File: src/rtl/fb_pkg.sv
// fb_pkg: framebuffer geometry, pixel width, colour constants and fill-controller state encoding
package fb_pkg;
  localparam int SCREEN_X = 128;
  localparam int SCREEN_Y = 96;
  localparam int AW = 14;
  localparam int DW = 3;
  localparam int XW = 7;
  localparam int YW = 7;
  localparam logic [DW-1:0] BLACK = 3'b000;
  localparam logic [DW-1:0] RED   = 3'b100;
  localparam logic [DW-1:0] GREEN = 3'b010;
  localparam logic [DW-1:0] BLUE  = 3'b001;
  localparam logic [DW-1:0] WHITE = 3'b111;
  typedef enum logic [1:0] {IDLE, SETUP, FILL, DONE} state_t;
endpackage

File: src/rtl/fb_addr_gen.sv
// fb_addr_gen: combinational y*SCREEN_X+x framebuffer address (x,y in; addr out), a concatenation when SCREEN_X is a power of two
module fb_addr_gen import fb_pkg::*; (
  input  logic [XW-1:0] x,
  input  logic [YW-1:0] y,
  output logic [AW-1:0] addr
);
  localparam int XB = $clog2(SCREEN_X);
  if (SCREEN_X == (1 << XB) && XB == XW) begin : g_pow2
    assign addr = AW'({y, x});
  end else begin : g_mul
    assign addr = AW'(y * AW'(SCREEN_X)) + AW'(x);
  end
endmodule

File: src/rtl/fb_rect_fill_ctrl.sv
// fb_rect_fill_ctrl: expands clipped rectangle-fill commands (cmd_* valid/ready) into one framebuffer write per wr_win cycle (mem_px_addr/mem_px_data/px_wr) with busy/done/err status
module fb_rect_fill_ctrl import fb_pkg::*; (
  input  logic          clk,
  input  logic          rst,
  input  logic          cmd_valid,
  output logic          cmd_ready,
  input  logic [6:0]    cmd_x0,
  input  logic [6:0]    cmd_y0,
  input  logic [7:0]    cmd_w,
  input  logic [6:0]    cmd_h,
  input  logic [DW-1:0] cmd_color,
  input  logic          wr_win,
  output logic [AW-1:0] mem_px_addr,
  output logic [DW-1:0] mem_px_data,
  output logic          px_wr,
  output logic          busy,
  output logic          done,
  output logic          err
);
  state_t state_q, state_d;
  logic [XW-1:0] x0_q, x0_d, x_q, x_d, xe_q, xe_d;
  logic [YW-1:0] y0_q, y0_d, y_q, y_d, ye_q, ye_d;
  logic [7:0] w_q, w_d;
  logic [6:0] h_q, h_d;
  logic [DW-1:0] color_q, color_d, data_q, data_d;
  logic [AW-1:0] addr_q, addr_d, addr_w;
  logic err_flag_q, err_flag_d, cmd_ready_q, cmd_ready_d, busy_q, busy_d;
  logic done_q, done_d, err_q, err_d, px_wr_q, px_wr_d;
  logic [8:0] sum_x, sum_y;
  logic off_screen;
  fb_addr_gen u_addr (.x(x_q), .y(y_q), .addr(addr_w));
  always_comb begin
    state_d = state_q;
    x0_d = x0_q;
    y0_d = y0_q;
    w_d = w_q;
    h_d = h_q;
    color_d = color_q;
    xe_d = xe_q;
    ye_d = ye_q;
    x_d = x_q;
    y_d = y_q;
    err_flag_d = err_flag_q;
    addr_d = addr_q;
    data_d = data_q;
    px_wr_d = 1'b0;
    done_d = 1'b0;
    err_d = 1'b0;
    sum_x = {2'b0, x0_q} + {1'b0, w_q};
    sum_y = {2'b0, y0_q} + {2'b0, h_q};
    off_screen = {2'b0, x0_q} >= 9'(SCREEN_X) || {2'b0, y0_q} >= 9'(SCREEN_Y);
    case (state_q)
      IDLE: if (cmd_valid) begin
        x0_d = cmd_x0;
        y0_d = cmd_y0;
        w_d = cmd_w;
        h_d = cmd_h;
        color_d = cmd_color;
        err_flag_d = 1'b0;
        state_d = SETUP;
      end
      SETUP: begin
        xe_d = XW'((sum_x > 9'(SCREEN_X) ? 9'(SCREEN_X) : sum_x) - 9'd1);
        ye_d = YW'((sum_y > 9'(SCREEN_Y) ? 9'(SCREEN_Y) : sum_y) - 9'd1);
        x_d = x0_q;
        y_d = y0_q;
        err_flag_d = off_screen;
        state_d = (off_screen || w_q == 8'd0 || h_q == 7'd0) ? DONE : FILL;
      end
      FILL: if (wr_win) begin
        px_wr_d = 1'b1;
        addr_d = addr_w;
        data_d = color_q;
        x_d = x_q < xe_q ? x_q + 7'd1 : x0_q;
        y_d = (x_q >= xe_q && y_q < ye_q) ? y_q + 7'd1 : y_q;
        state_d = (x_q >= xe_q && y_q >= ye_q) ? DONE : FILL;
      end
      default: begin
        done_d = 1'b1;
        err_d = err_flag_q;
        state_d = IDLE;
      end
    endcase
    cmd_ready_d = state_d == IDLE;
    busy_d = state_d != IDLE;
  end
  always_ff @(posedge clk or negedge rst) begin
    if (!rst) begin
      state_q <= IDLE;
      x0_q <= '0;
      y0_q <= '0;
      w_q <= '0;
      h_q <= '0;
      color_q <= '0;
      xe_q <= '0;
      ye_q <= '0;
      x_q <= '0;
      y_q <= '0;
      err_flag_q <= 1'b0;
      addr_q <= '0;
      data_q <= '0;
      px_wr_q <= 1'b0;
      done_q <= 1'b0;
      err_q <= 1'b0;
      cmd_ready_q <= 1'b1;
      busy_q <= 1'b0;
    end else begin
      state_q <= state_d;
      x0_q <= x0_d;
      y0_q <= y0_d;
      w_q <= w_d;
      h_q <= h_d;
      color_q <= color_d;
      xe_q <= xe_d;
      ye_q <= ye_d;
      x_q <= x_d;
      y_q <= y_d;
      err_flag_q <= err_flag_d;
      addr_q <= addr_d;
      data_q <= data_d;
      px_wr_q <= px_wr_d;
      done_q <= done_d;
      err_q <= err_d;
      cmd_ready_q <= cmd_ready_d;
      busy_q <= busy_d;
    end
  end
  assign cmd_ready = cmd_ready_q;
  assign mem_px_addr = addr_q;
  assign mem_px_data = data_q;
  assign px_wr = px_wr_q;
  assign busy = busy_q;
  assign done = done_q;
  assign err = err_q;
endmodule
File: config.mk
export PLATFORM = sky130hd
export DESIGN_NAME = fb_rect_fill_ctrl
export DESIGN_NICKNAME = d
export VERILOG_FILES = /design/src/rtl/fb_pkg.sv /design/src/rtl/fb_addr_gen.sv /design/src/rtl/fb_rect_fill_ctrl.sv
export SDC_FILE = /design/constraint.sdc
export NUM_CORES = 1
export LEC_CHECK = 0
export ABC_CLOCK_PERIOD_IN_PS = 9100
export CORE_MARGIN = 2
export CORE_UTILIZATION = 30
export CTS_BUF_LIST = sky130_fd_sc_hd__clkbuf_8 sky130_fd_sc_hd__clkbuf_16
export DETAILED_ROUTE_END_ITERATION = 8
export GPL_TIMING_DRIVEN = 0
export HOLD_SLACK_MARGIN = 0.12
export SLEW_MARGIN = 25
export SYNTH_ARGS = -nofsm -noshare
export SYNTH_HDL_FRONTEND = slang
export SYNTH_HIERARCHICAL = 1
export SYNTH_SLANG_ARGS = --single-unit
File: constraint.sdc
create_clock -name clk -period 9.1 [get_ports clk]
set_clock_uncertainty 0.15 [all_clocks]
set_input_delay 2.73 -clock clk [delete_from_list [all_inputs] [get_ports clk]]
set_output_delay 2.73 -clock clk [all_outputs]
set_load 0.02 [all_outputs]
## Yosys cells after proc, flatten, opt, wreduce, memory -nomap -nowiden

Cells that the tools add are included.

| cells by class | value |
|---|---|
| equal/unequal tests | 5 |
| multiplexer cells | 19 |
| reductions and logical operators | 17 |
| add/subtract/negate cells | 6 |
| $lt $le $gt $ge | 7 |

Operators by type and width:

| operator | number |
|---|---|
| 7-bit two-way mux | 6 |
| 7-bit one-hot mux with 2 select lines | 2 |
| 7-bit by 1-bit adder with 7-bit output, second input constant | 2 |
| 7-bit greater-or-equal comparator | 2 |
| 7-bit < comparator | 2 |
| 7-bit by 1-bit subtractor with 7-bit output, second input constant | 2 |
| 7-bit by 8-bit adder with 9-bit output | 1 |
| 9-bit by 8-bit > comparator with 1-bit output, second input constant | 1 |
| 7-bit by 7-bit adder with 8-bit output | 1 |
| 8-bit by 7-bit > comparator with 1-bit output, second input constant | 1 |
| 8-bit zero test | 1 |
| 2-bit AND reduction | 4 |
| 7-bit greater-or-equal comparator, second input constant | 1 |
| 7-bit zero test | 1 |
| 1-bit two-way mux | 7 |
| 2-bit != test, second input constant | 3 |
| 2-bit one-hot mux with 3 select lines | 1 |
| 2-bit nonzero test | 3 |
| 2-bit zero test | 2 |
| 2-bit two-way mux | 2 |
| 3-bit AND reduction | 1 |
| 3-bit OR reduction | 1 |
| 2-bit by 1-bit equality test with 1-bit output, second input constant | 1 |
| 2-bit equality test, second input constant | 1 |
| other kinds (3) | 5 |

| word-level totals | value |
|---|---|
| output and inout port bits | 22 |
| register bits after elaboration | 85 |
| input port bits | 36 |
| logic and storage cells | 72 |

## Logic depth before layout (Yosys ltp)

Gate-level depths: netlist of run 1.

| logic depth | value |
|---|---|
| depth after elaboration | 6 |
| mapped depth | 15 |

## Modules after synthesis

Netlist of run 1, hierarchy kept.

By module, submodules not included:

| module | cells each | instances | area an instance (µm²) |
|---|---|---|---|
| fb_rect_fill_ctrl | 473 | 1 | 4,977.3 |
| fb_addr_gen | 14 | 1 | 105.1 |

## Worst setup path after synthesis of run 1

No wires, ideal clock.

| timing path | value |
|---|---|
| path type | input port to flip-flop |
| start | input wr_win |
| end | register x_q[4] |
| data arrival time | 3.992 ns |
| stages | 8 |
| buffers on the path | 2 |
| setup slack | 4.823 ns |
| path through | nand2_1 > clkbuf_1 > inv_1 > nor2_1 > clkbuf_1 > nor3_1 > o211ai_1 > o211ai_1 |

| between the ends | value |
|---|---|
| word-level cells in the longest chain between the ends | 2 |

RTL lines:

| item | line | RTL |
|---|---|---|
| start, declared | fb_rect_fill_ctrl.sv:12 | `input logic wr_win,` |
| 2-bit != test (no line) | - |  |
| 2-bit AND reduction (no line) | - |  |
| end signal, assigned | fb_rect_fill_ctrl.sv:97 | `x_q <= '0;` |
| end signal, assigned | fb_rect_fill_ctrl.sv:116 | `x_q <= x_d;` |
| end, declared | fb_rect_fill_ctrl.sv:21 | `logic [XW-1:0] x0_q, x0_d, x_q, x_d, xe_q, xe_d;` |

No other way between the ends.
A chain may end at the register's enable or synchronous reset.

## Worst setup path in the final report of run 1

Same ends and word-level chain as after synthesis.

==> flow_summary_export.csv, run 1 <==
group,metric,value,unit
sta,setup_viol,0,
synthesis,synthesis.nets,561,
setup_path,path_max_fanout,10,
sta,tns,0,ns
setup_path,cp.arrival,4.96,ns
setup_path,slowest_stage,"clkdlybuf4s50_1",
cts,cts-root-buf,"clkbuf_16",
placed_design,dp_hpwl,9.348,mm
cts,htreeDepth,3,
cts,holdBufCountCts,0,
routing,via_per_inst,5.013,
routing,drc,0,
finish,antennaDiodeCount,0,
synthesis,synth_enable_flop_cells,0,
placed_design,gp_congestion,0.8242,
sta,rsz0062_at_grt,"no",
grt,grt_pass1_vias,3934,
synthesis,synth_area,0.005082,sq mm
hold_path,hp-class,"flip-flop to flip-flop",
synthesis,synth_flop_cell,"dfrtp_1",
floorplan,die_w,134.2,um
routing,num_vias,3910,
cts,clock_sinks,85,
grt,grtUsageTotal,14.18,%
routing,dr.pass1.iters,4,
setup_path,critical-path-max-stage-delay,0.51,ns
finish,drive_gt1_share,17.86,%
finish,fin_util,37.69,%
status,status,"completed",
run,maxCapViolCount,0,
grt,grt_pass1_wl,20.06,mm
hold_path,hold_depth,2,
sta,final_hold_viol_count,0,
cts,cts.clk_slew.worst_paths,0.07,ns
setup_path,worstRegToRegCells,14,
placed_design,port_buffers,57,
finish,final_cells,780,
cts,cts_setup_buffers,0,
setup_path,crit_required,9.16,ns
routing,drtIter0Drc,188,
floorplan,dieHeight,134.2,um
setup_path,crit_path_end_kind,"flip-flop",
routing,drtAntennaViolNets,0,
synthesis,yosysSeqAreaShare,41.88,%
synthesis,async_flop_share,100.0,%
setup_path,cp-start-kind,"input pin",
synthesis,syn_avg_cell_area,10.44,sq um
grt,antenna_found_initial,0,
routing,wl_per_cell,15.60,um
cts,post_cts_resized,0,
sta,max-slew-margin-rel,46.19,%
placed_design,dp.cells,765,
cts,cts_buffer_depth,2,
setup_path,path_class,"input pin to flip-flop",
cts,cts_tree,"built",
sta,fin_crit_sh,53.88,%
finish,final_nets,630,
setup_path,path_depth,9,
cts,cts_buffers,9,
synthesis,synth-seq-cells,85,
synthesis,synth_warnings,6,
sta,maxSlewViolCount,0,
setup_path,path_cells,"clkdlybuf4s50_1, nand2_1, clkbuf_1, inv_1, nor2_1, clkbuf_1, nor3_1, o211ai_1, o211ai_1",
floorplan,rows,47,
synthesis,yosysUniqueCellTypes,65,
cts,worstSkewPairLatency,0.35,ns
floorplan,ios,58,
grt,grt_max_degree,61,
setup_path,crit_buf_inv,4,
sta,timing.fmax,203.9,MHz
synthesis,netlist_instances,487,
finish,area_delta_synth_final,22.99,%
floorplan,start_util,30.65,%
grt,grt_overflow_total,0,
setup_path,crit_family,"buffers and inverters",
sta,tightest_slew,0.8071,ns
floorplan,coreArea,0.01658,sq mm
sta,fin_crit,4.903,ns
floorplan,die_area,0.01800,sq mm
routing,totalWireLength,12.17,mm
[metrics by stage]
step | hold slack (ns) | area (sq um) | setup slack (ns)
after floorplan | 0.2917 | 5082 | 4.823
after global placement | 0.3272 | 5928 | 2.117
after detailed placement | 0.3333 | 5957 | 3.813
after CTS | 0.3474 | 6251 | 4.180
after global routing | 0.3725 | 6251 | 4.000
final | 0.3448 | 6251 | 4.197
[state kept, by name, summed over array words and instances (netlist names), 2 cells and up]
signal and cells:
color_q 3, h_q 7, mem_px_addr 14, mem_px_data 3, state_q 2, w_q 8, x0_q 7, x_q 7
xe_q 7, y0_q 7, y_q 7, ye_q 7
[cell type report]
| type | count | area (sq um) |
|---|---|---|
| Buffer | 28 | 157.7 |
| Clock buffer | 11 | 252.7 |
| Fill cell | 1649 | 10330 |
| Multi-Input combinational cell | 343 | 2680 |
| Tap cell | 220 | 275.3 |
| Sequential cell | 85 | 2128 |
| Clock inverter | 4 | 41.29 |
| Timing Repair Buffer | 58 | 599.3 |
| Inverter | 31 | 116.4 |
[Yosys cell counts (9+ instances only)]
cell type  instances  area, sq um
clkbuf_1           9        33.78
o211ai_1           9        67.56
mux2_2            53        596.8
nand4_1            9        56.30
buf_4             14        105.1
inv_1             31        116.4
dfrtp_1           84         2102
ha_1              36        450.4
nand3_1           11        55.05
a21oi_1           12        60.06
o21ai_0           13        65.06
nor2_1            37        138.9
nand2_1           27        101.4
[worst reg2reg max path, cell delays in order, from the launching register on]
cell,delay (ns)
dfrtp_1,0.42
ha_1,0.19
inv_1,0.05
fa_1,0.39
xnor2_1,0.23
or3b_1,0.46
or4_4,0.58
o32a_2,0.24
nand2_2,0.11
nand2b_1,0.07
ha_1,0.26
nor3b_1,0.16
mux2i_1,0.16
a21oi_1,0.06
o31ai_1,0.24
[layout by cell type, fill, tap and decap left out, types with 6 or more instances in the layout]
cell type | Yosys | layout
nand2b_1 | 7 | 7
nor2_1 | 37 | 37
nand4_1 | 9 | 9
nand2_1 | 27 | 27
o21a_1 | 8 | 8
clkbuf_1 | 9 | 9
clkbuf_16 | 0 | 9
buf_4 | 14 | 14
nand3_1 | 11 | 11
mux2_2 | 53 | 53
xnor2_1 | 7 | 7
ha_1 | 36 | 36
dfrtp_1 | 84 | 84
clkdlybuf4s50_1 | 0 | 56
nor2b_1 | 6 | 6
a211oi_1 | 8 | 8
nor3_1 | 6 | 6
a21oi_1 | 12 | 12
a31oi_1 | 8 | 8
inv_1 | 31 | 34
o21ai_0 | 13 | 13
o211ai_1 | 9 | 9
[per-layer routing]
metal | part of all wire, % | up-vias | track usage [%]
met4 | 1.3 | 0 | 5.673
met1 | 49 | 1906 | 19.85
met3 | 4.1 | 10 | 2.230
li1 | - | 1909 | -
met2 | 46 | 85 | 21.97
met5 | 0 | - | 0
[worst paths after layout]
path                       startpoint         end  slack, ns
setup / recovery               wr_win      x_q[4]       4.20
hold / removal             err_flag_q  err_flag_q       0.34
setup reg to reg               w_q[0]     xe_q[6]       5.23
hold reg to reg            err_flag_q  err_flag_q       0.34
max in group asynchronous         rst  color_q[0]       6.13
min in group asynchronous         rst      w_q[4]       2.09
[cell families after synthesis]
family	count (synthesis)	share of synthesized area (%)
xor gates and xnor gates	10	1.723
adders and majority gates	38	9.650
and+or+nand+nor	133	13.20
muxes	55	12.14
buffers and inverters	59	5.391
DFF	85	41.88
AOI/OAI and AO/OA	107	16.03
Power of run 1 is not shown: default switching activity piles up to over one toggle a cycle in this logic, so the estimate is an artifact.
==> run 2: changes to the inputs <==
Settings changed: ABC_CLOCK_PERIOD_IN_PS 9100 to 4200.
Clock period 9.1 ns to 4.2 ns, I/O delays scaled along.
==> results of run 2 <==
The final DEF is identical to that of run 1. Status: completed.
Among the figures that moved: setup slack after placement 3.813 ns -> 0.3402 ns; setup slack after layout 4.197 ns -> 0.3285 ns; start point of the critical path wr_win -> w_q[0]; end point of the critical path x_q[4] -> xe_q[6]; register-to-register setup slack 5.23 ns -> 0.33 ns
Power of run 2 is left out for the same reason.
==> run 3: changes to the inputs <==
Settings changed: SKIP_LAST_GASP set to 1.
==> results of run 3 <==
The final DEF is identical to that of run 1. Status: completed.
Among the figures that moved: setup slack after placement 3.813 ns -> 0.3402 ns; setup slack after layout 4.197 ns -> 0.3285 ns; start point of the critical path wr_win -> w_q[0]; end point of the critical path x_q[4] -> xe_q[6]; register-to-register setup slack 5.23 ns -> 0.33 ns
Power of run 3 is left out for the same reason.
